$ cat src/rtl/icache_pkg.sv
// Shared types, derived widths and helpers for the fetch-side direct-mapped I-cache.
package icache_pkg;

  localparam int unsigned ADDR_W     = 32;
  localparam int unsigned WORD_W     = 32;
  localparam int unsigned SETS       = 16;
  localparam int unsigned LINE_BYTES = 32;
  localparam int unsigned BEAT_BITS  = 64;

  localparam int unsigned OFFSET_W   = $clog2(LINE_BYTES);
  localparam int unsigned INDEX_W    = $clog2(SETS);
  localparam int unsigned TAG_W      = ADDR_W - OFFSET_W - INDEX_W;
  localparam int unsigned LINE_BITS  = LINE_BYTES * 8;
  localparam int unsigned BURSTS     = LINE_BITS / BEAT_BITS;
  localparam int unsigned BEAT_CNT_W = (BURSTS > 1) ? $clog2(BURSTS) : 1;
  localparam int unsigned WORDS      = LINE_BITS / WORD_W;
  localparam int unsigned WORD_SEL_W = OFFSET_W - 2;

  localparam logic [WORD_W-1:0] NOP_INSN = 32'h00000013;

  typedef enum logic [1:0] {
    IDLE    = 2'd0,
    REQ     = 2'd1,
    FILL    = 2'd2,
    INSTALL = 2'd3
  } icache_state_t;

  // Fetch address split into tag / set index / word-in-line / byte.
  typedef struct packed {
    logic [TAG_W-1:0]      tag;
    logic [INDEX_W-1:0]    index;
    logic [WORD_SEL_W-1:0] word;
    logic [1:0]            byte_off;
  } imem_addr_t;

  // Pick one 32-bit word out of a line; word 0 sits in the low bits.
  function automatic logic [WORD_W-1:0] line_word(input logic [LINE_BITS-1:0]  line,
                                                  input logic [WORD_SEL_W-1:0] sel);
    logic [WORD_W-1:0] w;
    w = '0;
    for (int unsigned i = 0; i < WORDS; i++) begin
      if (sel == WORD_SEL_W'(i)) w = line[i*WORD_W +: WORD_W];
    end
    return w;
  endfunction

endpackage

$ cat src/rtl/icache_line_buf.sv
// Refill beat assembler: counts incoming beats and packs them into one line register,
// lowest address in the lowest bits.
module icache_line_buf
  import icache_pkg::*;
(
  input  logic                 clk,
  input  logic                 rst,
  input  logic                 clear,
  input  logic                 beat_valid,
  input  logic [BEAT_BITS-1:0] beat_data,
  output logic                 last_beat,
  output logic [LINE_BITS-1:0] line
);

  logic [BEAT_CNT_W-1:0] beat_cnt;

  assign last_beat = beat_valid && (beat_cnt == BEAT_CNT_W'(BURSTS - 1));

  always_ff @(posedge clk) begin
    if (rst || clear) begin
      beat_cnt <= '0;
    end else if (beat_valid) begin
      beat_cnt <= beat_cnt + BEAT_CNT_W'(1);
    end
  end

  // Data-only storage; contents are don't-care until a full burst has landed.
  always_ff @(posedge clk) begin
    for (int unsigned b = 0; b < BURSTS; b++) begin
      if (beat_valid && (beat_cnt == BEAT_CNT_W'(b))) begin
        line[b*BEAT_BITS +: BEAT_BITS] <= beat_data;
      end
    end
  end

endmodule

$ cat src/rtl/imem_icache_responder.sv
// Blocking, read-only, direct-mapped I-cache answering fetch imem requests; hits are
// combinational, misses refill one line over the burst memory port.
module imem_icache_responder
  import icache_pkg::*;
(
  input  logic                 clk,
  input  logic                 rst,
  input  logic [ADDR_W-1:0]    imem_addr,
  input  logic [3:0]           imem_rmask,
  output logic [WORD_W-1:0]    imem_rdata,
  output logic                 imem_resp,
  input  logic                 inv_all,
  output logic [ADDR_W-1:0]    bmem_addr,
  output logic                 bmem_read,
  input  logic                 bmem_ready,
  input  logic [BEAT_BITS-1:0] bmem_rdata,
  input  logic                 bmem_rvalid,
  output logic [31:0]          perf_hits,
  output logic [31:0]          perf_misses
);

  icache_state_t state, next_state;

  logic [SETS-1:0]      valid;
  logic [TAG_W-1:0]     tag_arr  [SETS];
  logic [LINE_BITS-1:0] data_arr [SETS];

  logic [TAG_W-1:0]     line_tag;
  logic [INDEX_W-1:0]   line_idx;
  logic                 kill;

  imem_addr_t           fa;
  logic                 req, tag_hit, hit, miss_start, fill_start;
  logic                 beat_valid, last_beat;
  logic [LINE_BITS-1:0] fill_line;
  logic [1:0]           unused_byte_off;

  assign fa              = imem_addr;
  assign unused_byte_off = fa.byte_off;

  assign req        = |imem_rmask;
  assign tag_hit    = valid[fa.index] && (tag_arr[fa.index] == fa.tag);
  assign hit        = (state == IDLE) && req && tag_hit && !inv_all;
  assign miss_start = (state == IDLE) && req && !tag_hit && !inv_all;
  assign fill_start = (state == REQ) && bmem_ready;
  assign beat_valid = (state == FILL) && bmem_rvalid;

  icache_line_buf u_line_buf (
    .clk        (clk),
    .rst        (rst),
    .clear      (fill_start),
    .beat_valid (beat_valid),
    .beat_data  (bmem_rdata),
    .last_beat  (last_beat),
    .line       (fill_line)
  );

  // Same-cycle hit response; NOP whenever nothing valid is returned.
  always_comb begin
    imem_resp  = hit;
    imem_rdata = NOP_INSN;
    if (hit) imem_rdata = line_word(data_arr[fa.index], fa.word);
  end

  always_comb begin
    bmem_read = (state == REQ);
    bmem_addr = '0;
    if (state == REQ) bmem_addr = {line_tag, line_idx, OFFSET_W'(0)};
  end

  always_ff @(posedge clk) begin
    if (rst) state <= IDLE;
    else     state <= next_state;
  end

  always_comb begin
    next_state = state;
    case (state)
      IDLE:    if (miss_start) next_state = REQ;
      REQ:     if (bmem_ready) next_state = FILL;
      FILL:    if (last_beat)  next_state = INSTALL;
      INSTALL: next_state = IDLE;
      default: next_state = IDLE;
    endcase
  end

  always_ff @(posedge clk) begin
    if (rst) begin
      line_tag <= '0;
      line_idx <= '0;
    end else if (miss_start) begin
      line_tag <= fa.tag;
      line_idx <= fa.index;
    end
  end

  // Remembers an invalidate that arrived while a refill was in flight.
  always_ff @(posedge clk) begin
    if (rst) kill <= 1'b0;
    else     kill <= (next_state != IDLE) && (kill || inv_all);
  end

  always_ff @(posedge clk) begin
    if (rst || inv_all) begin
      valid <= '0;
    end else if (state == INSTALL) begin
      valid[line_idx] <= !kill;
    end
  end

  always_ff @(posedge clk) begin
    if (state == INSTALL) begin
      tag_arr[line_idx]  <= line_tag;
      data_arr[line_idx] <= fill_line;
    end
  end

  always_ff @(posedge clk) begin
    if (rst) begin
      perf_hits   <= '0;
      perf_misses <= '0;
    end else begin
      if (hit)        perf_hits   <= perf_hits + 32'd1;
      if (miss_start) perf_misses <= perf_misses + 32'd1;
    end
  end

endmodule

$ cat config.mk
export PLATFORM = sky130hd
export DESIGN_NAME = imem_icache_responder
export DESIGN_NICKNAME = d
export VERILOG_FILES = /design/src/rtl/icache_pkg.sv /design/src/rtl/icache_line_buf.sv /design/src/rtl/imem_icache_responder.sv
export SDC_FILE = /design/constraint.sdc
export NUM_CORES = 2
export LEC_CHECK = 0
export CORE_ASPECT_RATIO = 1.25
export CORE_MARGIN = 5
export CORE_UTILIZATION = 40
export DETAILED_ROUTE_END_ITERATION = 8
export GPL_ROUTABILITY_DRIVEN = 0
export GPL_TIMING_DRIVEN = 0
export PLACE_DENSITY_LB_ADDON = 0.2
export SYNTH_ARGS = -nofsm -noshare
export SYNTH_HDL_FRONTEND = slang
export SYNTH_MEMORY_MAX_BITS = 65536
export SYNTH_SLANG_ARGS = --single-unit
$ cat constraint.sdc
create_clock -name clk -period 25.7 [get_ports clk]
set_clock_uncertainty 0.15 [all_clocks]
set_input_delay 5.14 -clock clk [delete_from_list [all_inputs] [get_ports clk]]
set_output_delay 5.14 -clock clk [all_outputs]
set_load 0.005 [all_outputs]
==> flow_metrics.env <==
export IMPL_status="complete, but fails checks"
export IMPL_violations="max-capacitance violations, max-slew violations"
export IMPL_dr_pass1_iters=6
export IMPL_drt_wl_total_um=559000
export IMPL_grt_pass1_vias=91089
export IMPL_rsz0062_at_grt="false"
export IMPL_gr_total_overflow=0
export IMPL_layout_drive_gt1_share_pct=29.34
export IMPL_hold_viol_final=0
export IMPL_grt_pass1_wl_um=767400
export IMPL_path_cells="clkdlybuf4s50_1 > buf_2 > buf_4 > buf_2 > buf_2 > buf_2 > buf_2 > buf_2 > buf_2 > clkbuf_1 > mux4_2 > mux2i_1 > nor2_1 > a21oi_1 > a21oi_1 > a31oi_1 > nor2_1 > clkdlybuf4s50_1"
export IMPL_crit_path_frequent_cell="buf_2"
export IMPL_hpwl_um=375800
export IMPL_cts_resized=0
export IMPL_final_seq_area_mm2=0.1440
export IMPL_antenna_found_initial=53
export IMPL_p_per_area_mw_per_mm2=74.89
export IMPL_setup_violations=0
export IMPL_fmax_mhz=54.72
export IMPL_cp_end_kind="output pin"
export IMPL_ys_ff_latch=4832
export IMPL_max_slew_margin_pct=-1.305
export IMPL_yosysWarningCount=0
export IMPL_leakagePower_nw=66.86
export IMPL_crit_slowest_cell="clkbuf_1"
export IMPL_crit_required_ns=20.41
export IMPL_critPathMaxFanout=11
export IMPL_initial_core_util_pct=40.07
export IMPL_fp_dieH_um=767.1
export IMPL_p_total_mw=16.13
export IMPL_rows=278
export IMPL_nets=8854
export IMPL_grt_start_max_net_pins=31
export IMPL_clk_pin_slew_ns=0.06
export IMPL_routed_via_density=5.989
export IMPL_synthArstFlopShare_pct=0
export IMPL_io_pins=235
export IMPL_port_buffer_count=225
export IMPL_fin_setup_tns_ns=0
export IMPL_die_area_mm2=0.4723
export IMPL_core_area_mm2=0.4577
export IMPL_die_x_um=615.7
export IMPL_multi_input_area_mm2=0.03766
export IMPL_yosysSeqAreaShare_pct=78.49
export IMPL_synth_top_area_share_pct=77.27
export IMPL_hold_class="reg2reg"
export IMPL_finalCritPeriodShare_pct=71.11
export IMPL_syn_to_final_growth_pct=17.42
export IMPL_cts_sinks=4832
export IMPL_final_cell_mix="4720 x edfxtp_1, 1384 x mux4_2, 476 x clkbuf_16"
export IMPL_cts_path_max_buffers=4
export IMPL_slew_viol_final=21
export IMPL_synth_area_leaders="edfxtp_1 77%, mux4_2 17%, dfxtp_1 1.2%"
export IMPL_syn_area_mm2=0.1834
export IMPL_nFillCells=37204
export IMPL_critPathKind="in2out"
export IMPL_post_cts_buffers=0
export IMPL_synth_edf_count=4720
export IMPL_slowest_delay_ns=0.98
export IMPL_ant_nets=0
export IMPL_dpl_worst_slack_ns=7.465
export IMPL_grt_util_all_layers_pct=23.28
export IMPL_h_tree_depth=5
export IMPL_critPathBufInv=11
export IMPL_cts_buffers=470
export IMPL_worstPathArrival_ns=12.98
export IMPL_synthFlopType="edfxtp_1"
export IMPL_drc_errors=0
export IMPL_final_common_cell="edfxtp_1"
export IMPL_avgSynthCellArea_um2=24.05
export IMPL_critPathTopFamily="buffers and inverters"
export IMPL_fin_crit_ns=18.27
export IMPL_cts_tree="built"
export IMPL_num_vias=90912
export IMPL_synth_distinct_cells=69
export IMPL_clk_insertion_delay_late_ns=1.03
export IMPL_ctsRootBufferMaster="clkbuf_16"
export IMPL_setup_slack_ns=7.425
export IMPL_max_cap_violations=3
export IMPL_drtIter0Drc=12173
export IMPL_synth_top_area_cell="edfxtp_1"
export IMPL_ir_drop_mv=0.06647
export IMPL_cts_hold_buffers=0
export IMPL_routedWlPerCell_um=36.82
export IMPL_tightest_slew_ns=1.520
export IMPL_syn_inst=7628
export IMPL_setup_worst_path_start_class="primary input"
==> worst min-delay path, delay by kind of cell (launching register included) <==
| kind | cells | cell delay, ns |
|---|---|---|
| AND/OR/NAND/NOR | 1 | 0.09 |
| flip-flops | 1 | 0.30 |
| AO/OA/AOI/OAI | 1 | 0.05 |
==> synthesized netlist by cell type (all sizes together), types with 37 or more instances <==
cell,count
and2,37
a21oi,124
buf,253
dfxtp,112
nand2,102
mux4,1384
mux2i,110
edfxtp,4720
o21ai,61
clkbuf,160
nor2,96
nand3,38
==> flip-flops by register name (all words and copies together) (netlist names) <==
register             count
data_arr              4096
kill                     1
line_idx                 4
line_tag                23
perf_hits               32
perf_misses             32
state                    2
tag_arr                368
u_line_buf.beat_cnt      2
u_line_buf.line        256
valid                   16
==> cells by family after synthesis <==
logic type	synth area share [%]
flip-flops	78.49
AND/OR/NAND/NOR	1.356
multiplexers	17.70
other	0.002044
adder cells (fa/ha/maj)	0.04093
buffers and inverters	1.056
XOR/XNOR	0.1432
AO/OA/AOI/OAI	1.209
==> per-layer routing <==
layer  wire (um)  vias to the layer above  track usage (%)
li1            -                    35227                -
met1      219300                    50329            31.80
met2      274100                     4522            38.47
met3       46190                      810            4.120
met4       19310                       24            6.974
met5         143                        -                0
==> worst paths after layout <==
path,startpoint,endpoint,slack (ns),depth (start not counted)
hold reg to reg,valid[0]$_SDFFE_PP0P_,valid[0]$_SDFFE_PP0P_,0.34,2
hold / removal,valid[0]$_SDFFE_PP0P_,valid[0]$_SDFFE_PP0P_,0.34,2
setup / recovery,imem_addr[7],imem_rdata[16],7.43,18
setup reg to reg,tag_arr[15][12]$_DFFE_PP_,perf_misses[3]$_SDFFE_PP0P_,21.09,12
==> area by class of cell <==
class / count / share of cell area [%]
Clock inverter: 293 / 1.232
Inverter: 24 / 0.04183
Timing Repair Buffer: 639 / 4.261
Sequential cell: 4832 / 66.85
Buffer: 413 / 0.8935
Tap cell: 6020 / 3.497
Clock buffer: 577 / 5.711
Antenna cell: 19 / 0.02208
Multi-Input combinational cell: 2363 / 17.49
==> through the flow <==
step                util (%)  instance area [um2]  hold WS (ns)  std cells
floorplan                  -               183400        0.3182       7632
global placement       42.21               193200        0.3261      13877
detailed placement     43.76               200300        0.3344      14288
CTS                    47.02               215300        0.3421      15158
global route           47.04               215300        0.3561      15167
finish                 47.05               215400        0.3447      15180
==> power by group <==
part	total [mW]	switching [mW]	internal, mW
Combinational	0.741	0.445	0.296
Clock	6.81	2.96	3.84
Sequential	8.58	0.0235	8.56
Total	16.1	3.43	12.7
(Power assumes the default switching activity.)
